**src/rtl/fifo_block_packer_if.sv**
```systemverilog
// Handshake bundle between the symbol FIFO read port, the block packer and the LDPC encoder.
// The master modport is the packer's view; the slave modport is the FIFO/encoder side.
interface fifo_block_packer_if #(
    parameter int unsigned DATA_W = 3,
    parameter int unsigned K_BITS = 24,
    parameter int unsigned CNT_W  = 16
);
    logic              fifo_empty;
    logic              fifo_rd_en;
    logic [DATA_W-1:0] fifo_data;
    logic [K_BITS-1:0] blk_data;
    logic              blk_valid;
    logic              blk_ready;
    logic [CNT_W-1:0]  blk_cnt;
    logic              busy;

    modport master (
        input  fifo_empty,
        input  fifo_data,
        input  blk_ready,
        output fifo_rd_en,
        output blk_data,
        output blk_valid,
        output blk_cnt,
        output busy
    );

    modport slave (
        output fifo_empty,
        output fifo_data,
        output blk_ready,
        input  fifo_rd_en,
        input  blk_data,
        input  blk_valid,
        input  blk_cnt,
        input  busy
    );
endinterface

```
**src/rtl/fifo_block_packer.sv**
```systemverilog
// Pops DATA_W-bit symbols from the FIFO read port, packs SYM_CNT of them LSB-first into one
// K_BITS block and offers it to the encoder over valid/ready. No prefetch while a block waits.
module fifo_block_packer #(
    parameter int unsigned DATA_W = 3,
    parameter int unsigned K_BITS = 24,
    parameter int unsigned CNT_W  = 16
) (
    input  logic                clk,
    input  logic                rst,
    fifo_block_packer_if.master bus
);
    localparam int unsigned SYM_CNT = K_BITS / DATA_W;
    localparam int unsigned CW      = $clog2(SYM_CNT + 1);
    localparam logic [CW-1:0] MaxReq  = CW'(SYM_CNT);
    localparam logic [CW-1:0] LastSym = CW'(SYM_CNT - 1);

    typedef enum logic [0:0] {StFill, StOut} state_e;

    state_e            state_q;
    logic [CW-1:0]     req_cnt_q;
    logic [CW-1:0]     rcv_cnt_q;
    logic              rd_en_d1_q;
    logic [K_BITS-1:0] blk_data_q;
    logic              blk_valid_q;
    logic [CNT_W-1:0]  blk_cnt_q;
    logic              rd_en;

    // Empty flag is honoured combinationally so an empty FIFO is never popped.
    assign rd_en = !rst && (state_q == StFill) && !bus.fifo_empty && (req_cnt_q < MaxReq);

    always_ff @(posedge clk) begin
        if (rst) begin
            state_q     <= StFill;
            req_cnt_q   <= '0;
            rcv_cnt_q   <= '0;
            rd_en_d1_q  <= 1'b0;
            blk_data_q  <= '0;
            blk_valid_q <= 1'b0;
            blk_cnt_q   <= '0;
        end else begin
            rd_en_d1_q <= rd_en;
            unique case (state_q)
                StFill: begin
                    if (rd_en) begin
                        req_cnt_q <= req_cnt_q + CW'(1);
                    end
                    // Read data lags the pop by one cycle; slot index follows captures, not pops.
                    if (rd_en_d1_q) begin
                        blk_data_q[int'(rcv_cnt_q) * DATA_W +: DATA_W] <= bus.fifo_data;
                        if (rcv_cnt_q == LastSym) begin
                            state_q     <= StOut;
                            blk_valid_q <= 1'b1;
                            req_cnt_q   <= '0;
                            rcv_cnt_q   <= '0;
                        end else begin
                            rcv_cnt_q <= rcv_cnt_q + CW'(1);
                        end
                    end
                end
                StOut: begin
                    if (bus.blk_ready) begin
                        blk_valid_q <= 1'b0;
                        blk_cnt_q   <= blk_cnt_q + CNT_W'(1);
                        state_q     <= StFill;
                    end
                end
                default: state_q <= StFill;
            endcase
        end
    end

    assign bus.fifo_rd_en = rd_en;
    assign bus.blk_data   = blk_data_q;
    assign bus.blk_valid  = blk_valid_q;
    assign bus.blk_cnt    = blk_cnt_q;
    assign bus.busy       = (state_q == StOut) || (req_cnt_q != '0) || (rcv_cnt_q != '0);
endmodule

```
**src/flat_wrapper.sv**
```systemverilog
// flat-port wrapper written by rule: the top's interface ports become plain ports
module fifo_block_packer_flat 
#(
    parameter int unsigned DATA_W = 3,
    parameter int unsigned K_BITS = 24,
    parameter int unsigned CNT_W  = 16
)
  (clk, rst, bus_fifo_empty, bus_fifo_data, bus_blk_ready, bus_fifo_rd_en, bus_blk_data, bus_blk_valid, bus_blk_cnt, bus_busy);
  fifo_block_packer_if #(.DATA_W(DATA_W), .K_BITS(K_BITS), .CNT_W(CNT_W)) bus_i ();
  input  logic clk;
  input  logic rst;
  input wire logic [$bits(bus_i.fifo_empty)-1:0] bus_fifo_empty;
  input wire logic [$bits(bus_i.fifo_data)-1:0] bus_fifo_data;
  input wire logic [$bits(bus_i.blk_ready)-1:0] bus_blk_ready;
  output wire logic [$bits(bus_i.fifo_rd_en)-1:0] bus_fifo_rd_en;
  output wire logic [$bits(bus_i.blk_data)-1:0] bus_blk_data;
  output wire logic [$bits(bus_i.blk_valid)-1:0] bus_blk_valid;
  output wire logic [$bits(bus_i.blk_cnt)-1:0] bus_blk_cnt;
  output wire logic [$bits(bus_i.busy)-1:0] bus_busy;
  assign bus_i.fifo_empty = bus_fifo_empty;
  assign bus_i.fifo_data = bus_fifo_data;
  assign bus_i.blk_ready = bus_blk_ready;
  assign bus_fifo_rd_en = bus_i.fifo_rd_en;
  assign bus_blk_data = bus_i.blk_data;
  assign bus_blk_valid = bus_i.blk_valid;
  assign bus_blk_cnt = bus_i.blk_cnt;
  assign bus_busy = bus_i.busy;
  fifo_block_packer #(.DATA_W(DATA_W), .K_BITS(K_BITS), .CNT_W(CNT_W)) u_core (.clk(clk), .rst(rst), .bus(bus_i));
endmodule
```
**config.mk**
```make
export PLATFORM = sky130hd
export DESIGN_NAME = fifo_block_packer_flat
export DESIGN_NICKNAME = d
export VERILOG_FILES = /design/src/rtl/fifo_block_packer_if.sv /design/src/rtl/fifo_block_packer.sv /design/src/flat_wrapper.sv
export SDC_FILE = /design/constraint.sdc
export NUM_CORES = 1
export LEC_CHECK = 0
export CAP_MARGIN = 5
export CORE_UTILIZATION = 55
export CTS_CLUSTER_SIZE = 16
export DETAILED_ROUTE_END_ITERATION = 10
export DONT_BUFFER_PORTS = 1
export GPL_TIMING_DRIVEN = 0
export PLACE_DENSITY = 0.7
export SYNTH_ARGS = -nofsm -noshare
export SYNTH_HDL_FRONTEND = slang
export SYNTH_SLANG_ARGS = --single-unit
```
**constraint.sdc**
```tcl
create_clock -name clk -period 2.9 [get_ports clk]
set_clock_uncertainty 0.1 [all_clocks]
set_input_delay 0.145 -clock clk [delete_from_list [all_inputs] [get_ports clk]]
set_output_delay 0.145 -clock clk [all_outputs]
set_load 0.01 [all_outputs]
```
==> metrics.csv, run 1 <==
metric,value,unit
status,"complete, no violations",
Peak supply drop,0.414,mV
Post-synth EDFFs,0,
Vias per Instance,5.56,
core area,0.00412,mm^2
layout net count,278,
Post-Synth XOR/XNOR Area,5.41,%
Seq pwr share,54.8,%
die area,0.00469,mm^2
total gr overflow,0,
CTS max path bufs,2,
TritonCTS clock tree,done,
Post-Synth Adder-Cell Area,4.12,%
sequential-to-total area share from yosys stat,42.0,%
max_cap viols,0,
antenna violations before repair,0,
Crit. End Element,flip-flop,
share of post-route cells with drive strength above 1,9.51,%
Final GP Congestion,0.853,
final hold slack,0.00651,ns
syn_area_per_cell,9.68,um^2
DIE HEIGHT,68.5,um
GR Util met1,27.9,%
GRT Total Usage,22.1,%
total net switching power,299,uW
worst r2r path cells,7,
GR Util met2,36.5,%
port buffer count,0,
clk root buf,clkbuf_8,
min Tclk post-route,2.38,ns
largest family of logic cells by synthesized area,simple AND/OR/NAND/NOR gates,
drt total wl,4.78,mm
min-delay src,bus_fifo_empty,
mux cell area share after synthesis,10.3,%
I/O pins,50,
DRT iter0 DRCs,68,
Switching Fraction,22.9,%
fin. max-slew vios,0,
drt drc,0,
Pint,1.01,mW
crit path DAT,2.49,ns
syn_nets,266,
final-report hold violation count,0,
WHS Endpoint,u_core.req_cnt_q[1],
Worst R2R End,u_core.bus.blk_data[0],
hold path cells,3,
initial core utilization,59.0,%
busiest grt layer,met2,
Final setup viols,0,
unrepaired setup endpoints after global routing,false,
htree depth,2,
worst hold path type,in -> reg,
std cell rows,23,
first drt pass iteration count,4,
Gate power share,8.4,%
CTS sink count,51,
final core utilization,64.3,%
Detailed Place HPWL,3.47,mm
Synth Area in Simple Gates,29.6,%
hold_buf cts,5,
worst endpoint required time,3.01,ns
element type at the critical path start,flip-flop,
Ant. Diodes,0,
Synth cell types,43,
R2R setup slack,0.52,ns
final period utilization,82.1,%
DR WL/cell,15.3,um
"most common cell after layout, fill and taps aside",dfxtp_1,
Die Wd,68.5,um
Synth Flop Type,dfxtp_1,
Clk pwr share,36.8,%
crit path kind,reg -> reg,
Async SR Flop Fraction,0,%
Synth-to-Final Area Change,9.02,%
CTS Buf Count,5,
"Clk Latency, worst-skew pair",0.30,ns
# resized after CTS,0,
Post-Syn Instances,251,
total setup buffers inserted after CTS,0,
Post-DRT Antenna Nets,0,
worst slew pin tran,0.832,ns
synth warn,0,
flip-flop and latch count after synthesis,51,
Mapped Area,0.00243,mm^2
static leakage,0.951,nW
routing usage on met3,5.83,%
Worst Path Max Fanout,10,
"commonest non-fill, non-tap cells in the layout","dfxtp_1 (51), mux2i_1 (25), nor2_1 (25), nand2b_1 (24), nand2_1 (15)",
global-route wire length before repair,7.62,mm
Placed Area,0.00249,mm^2
max_slew headroom,44.0,%
Final Instance Area,0.00265,mm^2
fmax,420,MHz
Final TNS setup,0,ns
Compound-Gate Fraction of Synth Area,5.10,%
CTS clock-pin slew for the worst setup and hold paths,0.09,ns
vias,1740,
vias in the first global route,1662,
Critical R2R Launch,u_core.rcv_cnt_q[0],
pwr dens,493,mW/mm^2
largest net degree at the start of global routing,16,
==> power by group through the flow <==
stage / clock (mW) / sequential, mW / combinational [mW]
global placement: 0 / 0.733 / 0.0999
CTS: 0.491 / 0.716 / 0.110
global route: 0.518 / 0.718 / 0.120
detailed placement: 0 / 0.733 / 0.101
finish: 0.481 / 0.716 / 0.109
floorplan: 0 / 0.730 / 0.0825
==> worst max-delay path: stages, from the launching register on <==
cell and delay [ns]:
dfxtp_1 0.43, buf_6 0.17, inv_1 0.09, ha_1 0.43, or4b_4 0.56, nor3_4 0.22
mux2i_1 0.22, nor2_1 0.05
==> per-stage QoR <==
stage,cells,worst slack [ns],total power [mW]
2_1_floorplan,251,0.788,0.813
3_3_place_gp,301,0.563,0.832
3_5_place_dp,301,0.552,0.834
4_1_cts,313,0.521,1.32
5_1_grt,313,0.430,1.36
6_report,313,0.520,1.31
==> worst max path at each step <==
stage / slack, ns / endpoint / from / cells past startpoint
3_3_place_gp: 0.56 / u_core.bus.blk_data[0] / u_core.rcv_cnt_q[0] / 7
5_1_grt: 0.43 / u_core.bus.blk_data[0] / u_core.rcv_cnt_q[0] / 7
6_report: 0.52 / u_core.bus.blk_data[0] / u_core.rcv_cnt_q[0] / 7
3_5_place_dp: 0.55 / u_core.bus.blk_data[0] / u_core.rcv_cnt_q[0] / 7
2_1_floorplan: 0.79 / u_core.bus.blk_data[0] / u_core.rcv_cnt_q[0] / 7
4_1_cts: 0.52 / u_core.bus.blk_data[0] / u_core.rcv_cnt_q[0] / 7
==> layout make-up <==
class | instances | area (um^2)
Buffer | 10 | 60.1
Clock inverter | 2 | 37.5
Tap cell | 50 | 62.6
Sequential cell | 51 | 1020
Clock buffer | 5 | 68.8
Fill cell | 349 | 1470
Timing Repair Buffer | 5 | 50.0
Inverter | 6 | 22.5
Multi-Input combinational cell | 184 | 1330
==> state kept, by name (all words and copies together) (netlist names) <==
| signal | flops |
|---|---|
| u_core.bus.blk_data | 24 |
| u_core.bus.blk_cnt | 16 |
| u_core.rd_en_d1_q | 1 |
| u_core.req_cnt_q | 4 |
| u_core.state_q | 1 |
| u_core.bus.blk_valid | 1 |
| u_core.rcv_cnt_q | 4 |
==> per-layer routing <==
layer	part of all wire, %	wire, um	vias up
met3	5.7	273	7
met2	46	2180	39
met4	1.0	50	0
met1	48	2280	801
met5	0	0	-
li1	-	-	893
==> synthesized netlist by cell type (all sizes together) (5+ instances only) <==
| library cell | count | area [um^2] |
|---|---|---|
| a21oi | 8 | 40.0 |
| buf | 6 | 45.0 |
| dfxtp | 51 | 1020 |
| ha | 8 | 100 |
| inv | 6 | 22.5 |
| mux2i | 25 | 250 |
| nand2 | 15 | 56.3 |
| nand2b | 24 | 150 |
| nand3 | 8 | 45.0 |
| nand4 | 8 | 50.1 |
| nand4b | 5 | 43.8 |
| nor2 | 27 | 106 |
| xnor2 | 6 | 52.6 |
| xor2 | 9 | 78.8 |
==> logic make-up after synthesis <==
group           count (synthesis)
compound gates                 18
xor+xnor                       15
fa+ha+maj                       8
buf+inv                        16
flops                          51
mux                            25
simple gates                  118
Note: power is estimated with default switching activity, not from simulation.
==> run 2: changes to the inputs <==
--- a/config.mk
+++ b/config.mk
@@ -11,7 +11,7 @@
 export DETAILED_ROUTE_END_ITERATION = 10
 export DONT_BUFFER_PORTS = 1
 export GPL_TIMING_DRIVEN = 0
-export PLACE_DENSITY = 0.7
+export PLACE_DENSITY = 0.73
 export SYNTH_ARGS = -nofsm -noshare
 export SYNTH_HDL_FRONTEND = slang
 export SYNTH_SLANG_ARGS = --single-unit
==> constraint.sdc (replaced) <==
create_clock -name clk -period 2.1 [get_ports clk]
set_clock_uncertainty 0.1 [all_clocks]
set_input_delay 0.105 -clock clk [delete_from_list [all_inputs] [get_ports clk]]
set_output_delay 0.105 -clock clk [all_outputs]
set_load 0.01 [all_outputs]
==> run 2 against run 1 <==
Net effect:
- core utilization up 1.8 points
- highest routed layer unchanged
- sequential share of layout area fell by 0.77 points
- sequential power increased by 38%
- final cell count increased by 2.9%
- first-iteration DRC count increased by 5.9%
- global-route usage up 0.18 points
- final area rose by 2.8%
- hold slack worse by 0.0047 ns
- critical path depth decreased by 1
- flip-flop and latch count did not move
==> metrics.csv, run 2 (same netlist as run 1, synthesis figures left out) <==
metric,value,unit
crit path buf inv count,1,
crit path DAT,2.14,ns
min Tclk post-route,2.03,ns
fin. max-slew vios,0,
drt total wl,4.86,mm
CTS sink count,51,
Pwr Total,1.77,mW
vias,1782,
crit-path cells,clkinvlp_4 > ha_4 > or4b_4 > nor3_4 > mux2i_1 > nor2_1,
clk root buf,clkbuf_8,
status,"complete, no violations",
Worst path max stage delay,0.56,ns
final period utilization,96.9,%
first drt pass iteration count,4,
Worst Path Max Fanout,4,
Synth-to-Final Area Change,12.1,%
critical path depth,6,
Final setup viols,0,
Post-DRT Antenna Nets,0,
final hold slack,0.00176,ns
element type at the critical path start,flip-flop,
TritonCTS clock tree,done,
fmax,491,MHz
Peak supply drop,0.470,mV
hold path cells,3,
worst r2r path cells,6,
global-route wire length before repair,7.61,mm
I/O pins,50,
"Clk Latency, worst-skew pair",0.30,ns
layout net count,286,
GRT Total Usage,22.2,%
DR WL/cell,15.1,um
CTS Buf Count,5,
DRT iter0 DRCs,72,
worst endpoint required time,2.20,ns
final std cells w/o fill,322,
port buffer count,0,
Die Wd,68.5,um
Crit. End Element,flip-flop,
initial core utilization,59.0,%
DIE HEIGHT,68.5,um
CTS max path bufs,2,
cell total after placement,301,
"commonest non-fill, non-tap cells in the layout","dfxtp_1 (49), mux2i_1 (25), nor2_1 (25), nand2b_1 (24), nand2_1 (15)",
final-report hold violation count,0,
antenna violations before repair,0,
Final GP Congestion,0.889,
worst hold path type,in -> reg,
final core utilization,66.1,%
Placed Area,0.00250,mm^2
Detailed Place HPWL,3.49,mm
max_cap viols,0,
total gr overflow,0,
CTS clock-pin slew for the worst setup and hold paths,0.09,ns
max reg flops,24,
Vias per Instance,5.53,
"delay-heaviest family, CP",simple AND/OR/NAND/NOR gates,
worst slew pin tran,0.835,ns
crit path kind,reg -> reg,
vias in the first global route,1636,
static leakage,0.992,nW
Ant. Diodes,0,
drt drc,0,
htree depth,2,
share of post-route cells with drive strength above 1,14.0,%
core area,0.00412,mm^2
CP max-delay cell,or4b_4,
Final Instance Area,0.00272,mm^2
max_slew headroom,43.8,%
"most common cell after layout, fill and taps aside",dfxtp_1,
largest net degree at the start of global routing,15,
die area,0.00469,mm^2
std cell rows,23,
pwr dens,650,mW/mm^2
-- run 2: cell types whose count changed in the layout (fill, tap and decap cells not counted), moves of 2 or more --
cell | before | now
buf_4 | 1 | 10
clkbuf_8 | 5 | 7
dfxtp_1 | 51 | 49
dfxtp_4 | 0 | 2
inv_1 | 6 | 4
-- run 2: final cells by class --
cell class,count,area [um^2]
fillers,366,1390
multi-input cells,184,1340
flip-flops and latches,51,1030
repair buffers,14,118
clock buffers,8,100
well taps,50,62.6
plain buffers,9,48.8
inverters,6,26.3
-- run 2: worst reg2reg max path, stage by stage, from the launching register on --
cell        delay [ns]
dfxtp_4           0.37
clkinvlp_4        0.10
ha_4              0.24
or4b_4            0.57
nor3_4            0.28
mux2i_1           0.23
nor2_1            0.05
-- run 2: power breakdown --
group	switching (mW)	internal [mW]
Combinational	0.0923	0.0847
Sequential	0.0114	0.976
Clock	0.305	0.301
Total	0.409	1.36
-- run 2: timing repair --
item                                    in CTS  in global routing
setup buffers                                2                  7
hold endpoints to repair                    20                  0
hold buffers                                 5                  0
endpoints found under the setup margin       6                  3
pin swaps                                    1                  4
resized for setup                            4                  2
-- run 2: per-stage QoR --
stage | worst slack, ns | TNS, ns
2_1_floorplan | 0.0264 | 0
3_3_place_gp | -0.153 | -0.457
3_5_place_dp | -0.186 | -0.634
4_1_cts | 0.0593 | 0
5_1_grt | -0.00205 | -0.00205
6_report | 0.0651 | 0
-- run 2: per-layer routing --
| layer | vias to the layer above | wire [um] | GRT usage (%) | share of wire (%) |
|---|---|---|---|---|
| met4 | 0 | 61 | 7.03 | 1.3 |
| met1 | 825 | 2360 | 28.3 | 49 |
| met3 | 6 | 242 | 6.00 | 5.0 |
| met2 | 37 | 2190 | 36.2 | 45 |
| met5 | - | 0 | 0 | 0 |
| li1 | 914 | - | - | - |
-- run 2: path summary, 6_finish.rpt --
kind	end	startpoint	slack, ns
setup / recovery	u_core.bus.blk_data[2]	u_core.rcv_cnt_q[0]	0.07
hold / removal	u_core.req_cnt_q[0]	bus_fifo_empty	0.002
setup reg to reg	u_core.bus.blk_data[2]	u_core.rcv_cnt_q[0]	0.07
hold reg to reg	u_core.bus.blk_valid	u_core.bus.blk_valid	0.42
